--- src/rtl/ui_menu_fsm.sv ---
// GuyBox UI controller: button synchroniser/debouncer, tick divider and the
// WELCOME -> HOME -> APP menu state machine with a hold-to-exit gesture.
module ui_menu_fsm #(
  parameter int N_APPS    = 4,
  parameter int DIV_LOG2  = 3,
  parameter int DEB_TICKS = 4,
  parameter int EXIT_HOLD = 16,
  parameter int WRAP      = 1,
  localparam int CW = ($clog2(N_APPS) < 1) ? 1 : $clog2(N_APPS)
) (
  input  logic          clk,
  input  logic          rst,
  input  logic          en,
  input  logic [7:0]    buttons,
  output logic [1:0]    state,
  output logic [CW-1:0] cursor,
  output logic [CW-1:0] app_sel,
  output logic          app_start,
  output logic          app_exit,
  output logic [7:0]    btn_press,
  output logic [7:0]    btn_level,
  output logic          tick
);

  localparam int DW = ($clog2(DEB_TICKS + 1) < 1) ? 1 : $clog2(DEB_TICKS + 1);
  localparam int HW = ($clog2(EXIT_HOLD + 1) < 1) ? 1 : $clog2(EXIT_HOLD + 1);
  localparam logic [CW-1:0] LAST = CW'(N_APPS - 1);

  // Button bit positions: {Start, C, B, A, Right, Left, Down, Up}
  localparam int B_UP = 0, B_DOWN = 1, B_LEFT = 2, B_RIGHT = 3;
  localparam int B_A = 4, B_B = 5, B_START = 7;

  typedef enum logic [1:0] {
    S_WELCOME = 2'd0,
    S_HOME    = 2'd1,
    S_APP     = 2'd2
  } state_t;

  state_t        st;
  logic [7:0]    sync1, sync2;
  logic [7:0]    lvl_d;
  logic [DW-1:0] deb_cnt [8];
  logic [HW-1:0] hold;
  logic          fwd, bwd;

  assign state = st;

  always_ff @(posedge clk or negedge rst) begin
    if (!rst) begin
      sync1 <= '0;
      sync2 <= '0;
    end else begin
      sync1 <= buttons;
      sync2 <= sync1;
    end
  end

  generate
    if (DIV_LOG2 == 0) begin : g_nodiv
      assign tick = en;
    end else begin : g_div
      logic [DIV_LOG2-1:0] div_cnt;
      always_ff @(posedge clk or negedge rst) begin
        if (!rst)    div_cnt <= '0;
        else if (en) div_cnt <= div_cnt + 1'b1;
      end
      assign tick = en & (&div_cnt);
    end
  endgenerate

  // Press pulses come from the registered level edge, so a rise that lands in
  // a frozen cycle is lost rather than replayed once en returns.
  always_ff @(posedge clk or negedge rst) begin
    if (!rst) begin
      btn_level <= '0;
      lvl_d     <= '0;
      btn_press <= '0;
      for (int unsigned i = 0; i < 8; i++) deb_cnt[i] <= '0;
    end else begin
      lvl_d     <= btn_level;
      btn_press <= en ? (btn_level & ~lvl_d) : '0;
      if (tick) begin
        for (int unsigned i = 0; i < 8; i++) begin
          if (sync2[i] != btn_level[i]) begin
            if (deb_cnt[i] == DW'(DEB_TICKS - 1)) begin
              btn_level[i] <= ~btn_level[i];
              deb_cnt[i]   <= '0;
            end else begin
              deb_cnt[i] <= deb_cnt[i] + 1'b1;
            end
          end else begin
            deb_cnt[i] <= '0;
          end
        end
      end
    end
  end

  always_comb begin
    fwd = btn_press[B_DOWN] | btn_press[B_RIGHT];
    bwd = btn_press[B_UP]   | btn_press[B_LEFT];
  end

  always_ff @(posedge clk or negedge rst) begin
    if (!rst) begin
      st        <= S_WELCOME;
      cursor    <= '0;
      app_sel   <= '0;
      app_start <= 1'b0;
      app_exit  <= 1'b0;
      hold      <= '0;
    end else begin
      app_start <= 1'b0;
      app_exit  <= 1'b0;
      if (en) begin
        case (st)
          S_WELCOME: begin
            if (btn_press[B_START]) begin
              st     <= S_HOME;
              cursor <= '0;
            end
          end
          S_HOME: begin
            if (btn_press[B_A]) begin
              st        <= S_APP;
              app_sel   <= cursor;
              app_start <= 1'b1;
              hold      <= '0;
            end else if (fwd && !bwd) begin
              if (cursor == LAST) cursor <= (WRAP != 0) ? '0 : LAST;
              else                cursor <= cursor + 1'b1;
            end else if (bwd && !fwd) begin
              if (cursor == '0) cursor <= (WRAP != 0) ? LAST : '0;
              else              cursor <= cursor - 1'b1;
            end
          end
          S_APP: begin
            if (tick) begin
              if (btn_level[B_START] && btn_level[B_B]) begin
                if (hold == HW'(EXIT_HOLD - 1)) begin
                  st       <= S_HOME;
                  cursor   <= app_sel;
                  app_exit <= 1'b1;
                  hold     <= '0;
                end else begin
                  hold <= hold + 1'b1;
                end
              end else begin
                hold <= '0;
              end
            end
          end
          default: st <= S_WELCOME;
        endcase
      end
    end
  end

endmodule

--- config.mk ---
export PLATFORM = sky130hd
export DESIGN_NAME = ui_menu_fsm
export DESIGN_NICKNAME = d
export VERILOG_FILES = /design/src/rtl/ui_menu_fsm.sv
export SDC_FILE = /design/constraint.sdc
export NUM_CORES = 1
export LEC_CHECK = 0
export BUFFER_PORTS_ARGS = -buffer_cell sky130_fd_sc_hd__buf_4
export CAP_MARGIN = 20
export CELL_PAD_IN_SITES_DETAIL_PLACEMENT = 2
export CELL_PAD_IN_SITES_GLOBAL_PLACEMENT = 2
export CORE_ASPECT_RATIO = 1.75
export CORE_MARGIN = 1
export CORE_UTILIZATION = 42
export CTS_CLUSTER_DIAMETER = 50
export DETAILED_ROUTE_END_ITERATION = 7
export PLACE_DENSITY = 0.89
export SETUP_SLACK_MARGIN = 0.5
export SKIP_LAST_GASP = 1
export SLEW_MARGIN = 20
export SYNTH_ARGS = -nofsm -noshare
export SYNTH_HDL_FRONTEND = slang
export SYNTH_SLANG_ARGS = --single-unit
--- constraint.sdc ---
create_clock -name clk -period 2.85 [get_ports clk]
set_input_delay 0.1425 -clock clk [delete_from_list [all_inputs] [get_ports clk]]
set_output_delay 0.1425 -clock clk [all_outputs]
set_load 0.03 [all_outputs]
==> reports/metrics.csv <==
metric,value,unit
Crit Reg-Reg Startpoint,state[0],
ranking of synthesized cells by area,"dfrtp_1 (61%), ha_1 (6.8%), mux2_1 (3.4%), nand2_1 (3.0%), nor3_1 (2.3%)",
"area leader, netlist",dfrtp_1,
Worst Path Required,2.71,ns
Placer Congestion,0.693,
Initial Utilization,43.6,%
Max Fclk,507,MHz
Hold Path Depth,3,
Layout Area Growth over Synthesis,23.1,%
postcts setup bufs,0,
DP Wirelength,5430,um
crit end category,output pin,
# DRC,0,
total negative setup slack,0,ns
fin crit share,69.2,%
"Seq/Total Area, Yosys",60.7,%
Yosys reg bits,80,
ANT cells,0,
Core ar.,0.00757,mm^2
pin count of the biggest net entering global routing,81,
count of input and output buffers,35,
yosys warns,0,
ANT nets after route,0,
CP max stage delay,0.40,ns
Critical R2R Capture,hold[3],
Clock Pin Slew Worst Setup and Hold Paths,0.06,ns
WHS Endpoint,btn_press[7],
initial antenna violation count,0,
GRT Overall Usage,23.1,%
main flop type after synthesis,dfrtp_1,
Root Buffer Master,clkbuf_16,
Startpoint Class,flip-flop,
maximum VDD drop,0.546,mV
vias per cell,5.40,
Crit Path Class,reg2out,
Post-synth ARST share,100,%
fin nets,351,
share of layout cells above drive strength 1,18.7,%
fin crit period,1.97,ns
DIE AREA,0.00822,mm^2
arrival time at the worst endpoint,1.83,ns
slowest library cell on the worst path,dfrtp_1,
Lkg Pwr,2.08,nW
worst r2r path cells,5,
Reg2Reg Setup Slack,0.89,ns
DRT Wirelength,8160,um
max-capacitance violation count,0,
CP Cell Sequence,ha_1 > ha_1 > nand2_2 > inv_2 > buf_4,
first-pass GRT wire length,13300,um
total grt overflow,0,
wire per inst,19.7,um
Slew HR,50.3,%
# setup viols final,0,
outcome,"finished, final reports clean",
Die Span X,69.0,um
Slew @ Worst Pin,0.746,ns
final hold vios,0,
vias in the first global route,2616,
share of the synthesized area in the top cell type,60.7,%
Synth top cells by count,"dfrtp_1 (80), nand2_1 (26), ha_1 (18), inv_1 (15), nor3_1 (15)",
Max Root-Sink Buffers,2,
total number of clock tree sinks,80,
most common cell in the synthesized netlist,dfrtp_1,
Synth Instances,271,
worst min-delay path startpoint,en,
CTS buffer count,9,
max-slew violation count,0,
worst-path fanout max,14,
IO Pins,36,
Most Frequent Cell on Critical Path,ha_1,
syn avg cell area,12.2,um^2
Synth cell types,39,
number of flops mapped to enable cells by yosys,0,
initial DRC count,84,
TritonCTS clock tree,built,
Row Count,42,
vias,2239,
TritonRoute pass-1 iters,4,
H-tree depth,3,
Hold Path Class,in2reg,
Post-Syn Nets,300,
RSZ-0062 raised after global routing,no,
Die Y,119,um
"Power, Total",3.74,mW
Clock Latency Late Sink,0.33,ns
clk_skew,0.00710,ns
post-synthesis cell area,0.00330,mm^2
PD cells,921,mW/mm^2
## timing repair
item	CTS	global route
endpoints found under the hold margin	8	80
endpoints found under the setup margin	0	1
hold buffers	8	1
gates resized for setup	0	1
## layer usage
layer	vias to the layer above	track usage, %	wire length (um)
met1	1165	24.4	3040
met4	0	9.57	153
li1	1028	-	-
met3	11	5.08	175
met2	35	41.5	4790
met5	-	0	0
## placed cells by master, fill, tap and decap left out, types with 4 or more instances in the layout
| master | instances |
|---|---|
| dlygate4sd3_1 | 9 |
| nand3_1 | 4 |
| dfrtp_1 | 80 |
| o21ai_1 | 8 |
| xor2_1 | 7 |
| a21oi_1 | 8 |
| and3b_1 | 6 |
| a21o_1 | 9 |
| inv_1 | 15 |
| clkbuf_16 | 9 |
| nor3_1 | 15 |
| o21ai_0 | 14 |
| nor2b_1 | 10 |
| ha_1 | 18 |
| buf_4 | 37 |
| mux2_1 | 10 |
| nand2_1 | 25 |
## flip-flops by register name, indices dropped and copies added, names as in the netlist, 3 cells and up
signal and count:
g_div.div_cnt 3, lvl_d 8, sync1 8, sync2 8
deb_cnt 24, hold 5, btn_level 8, btn_press 8
## area by class of cell
cell class                      instances  area, um^2
Tap cell                               88         110
Sequential cell                        80        2000
Clock inverter                          3        40.0
Timing Repair Buffer                   47         379
Multi-Input combinational cell        168        1210
Inverter                               16        60.1
Clock buffer                           13         260
Fill cell                             735        3510
## stage by stage
step           std cells  setup WS (ns)  area [um^2]  util [%]  hold WS (ns)
6_report             415          0.878         4060      53.6         0.164
5_1_grt              415          0.742         4060      53.6         0.159
3_5_place_dp         390          0.768         3660      48.4         0.253
3_3_place_gp         390          0.897         3660      48.4         0.252
4_1_cts              414          0.621         4040      53.4        0.0155
2_1_floorplan        271          0.999         3300         -        -0.153
## how the worst max path moves through the flow
stage                startpoint      endpoint  slack, ns
2_1_floorplan          state[0]       hold[3]        1.0
3_3_place_gp   g_div.div_cnt[0]  btn_level[2]       0.90
3_5_place_dp   g_div.div_cnt[0]  btn_level[5]       0.77
4_1_cts        g_div.div_cnt[0]          tick       0.62
5_1_grt        g_div.div_cnt[0]          tick       0.74
6_report       g_div.div_cnt[0]          tick       0.88
## power breakdown
group	internal, mW	total (mW)	switching, mW	leakage [nW]
sequential	1.36	1.55	0.188	1.05
clock	0.723	1.15	0.429	0.150
combinational	0.434	1.04	0.605	0.877
## logic make-up (layout without fill, tap and decap cells)
| logic type | Yosys count | after routing | synth area share [%] |
|---|---|---|---|
| AO/OA/AOI/OAI | 48 | 48 | 8.81 |
| XOR/XNOR | 10 | 10 | 2.66 |
| adder cells (fa/ha/maj) | 18 | 18 | 6.83 |
| buffers and inverters | 23 | 79 | 2.73 |
| flip-flops | 80 | 80 | 60.7 |
| multiplexers | 15 | 15 | 5.16 |
| AND/OR/NAND/NOR | 77 | 77 | 13.1 |
## worst max-delay path: cells and delay by family, from the launching register on
kind	cells	cell delay [ns]
and+or+nand+nor	1	0.26
buffers and inverters	2	0.40
adders and majority gates	2	0.44
DFF	1	0.40
(Power assumes the default switching activity.)
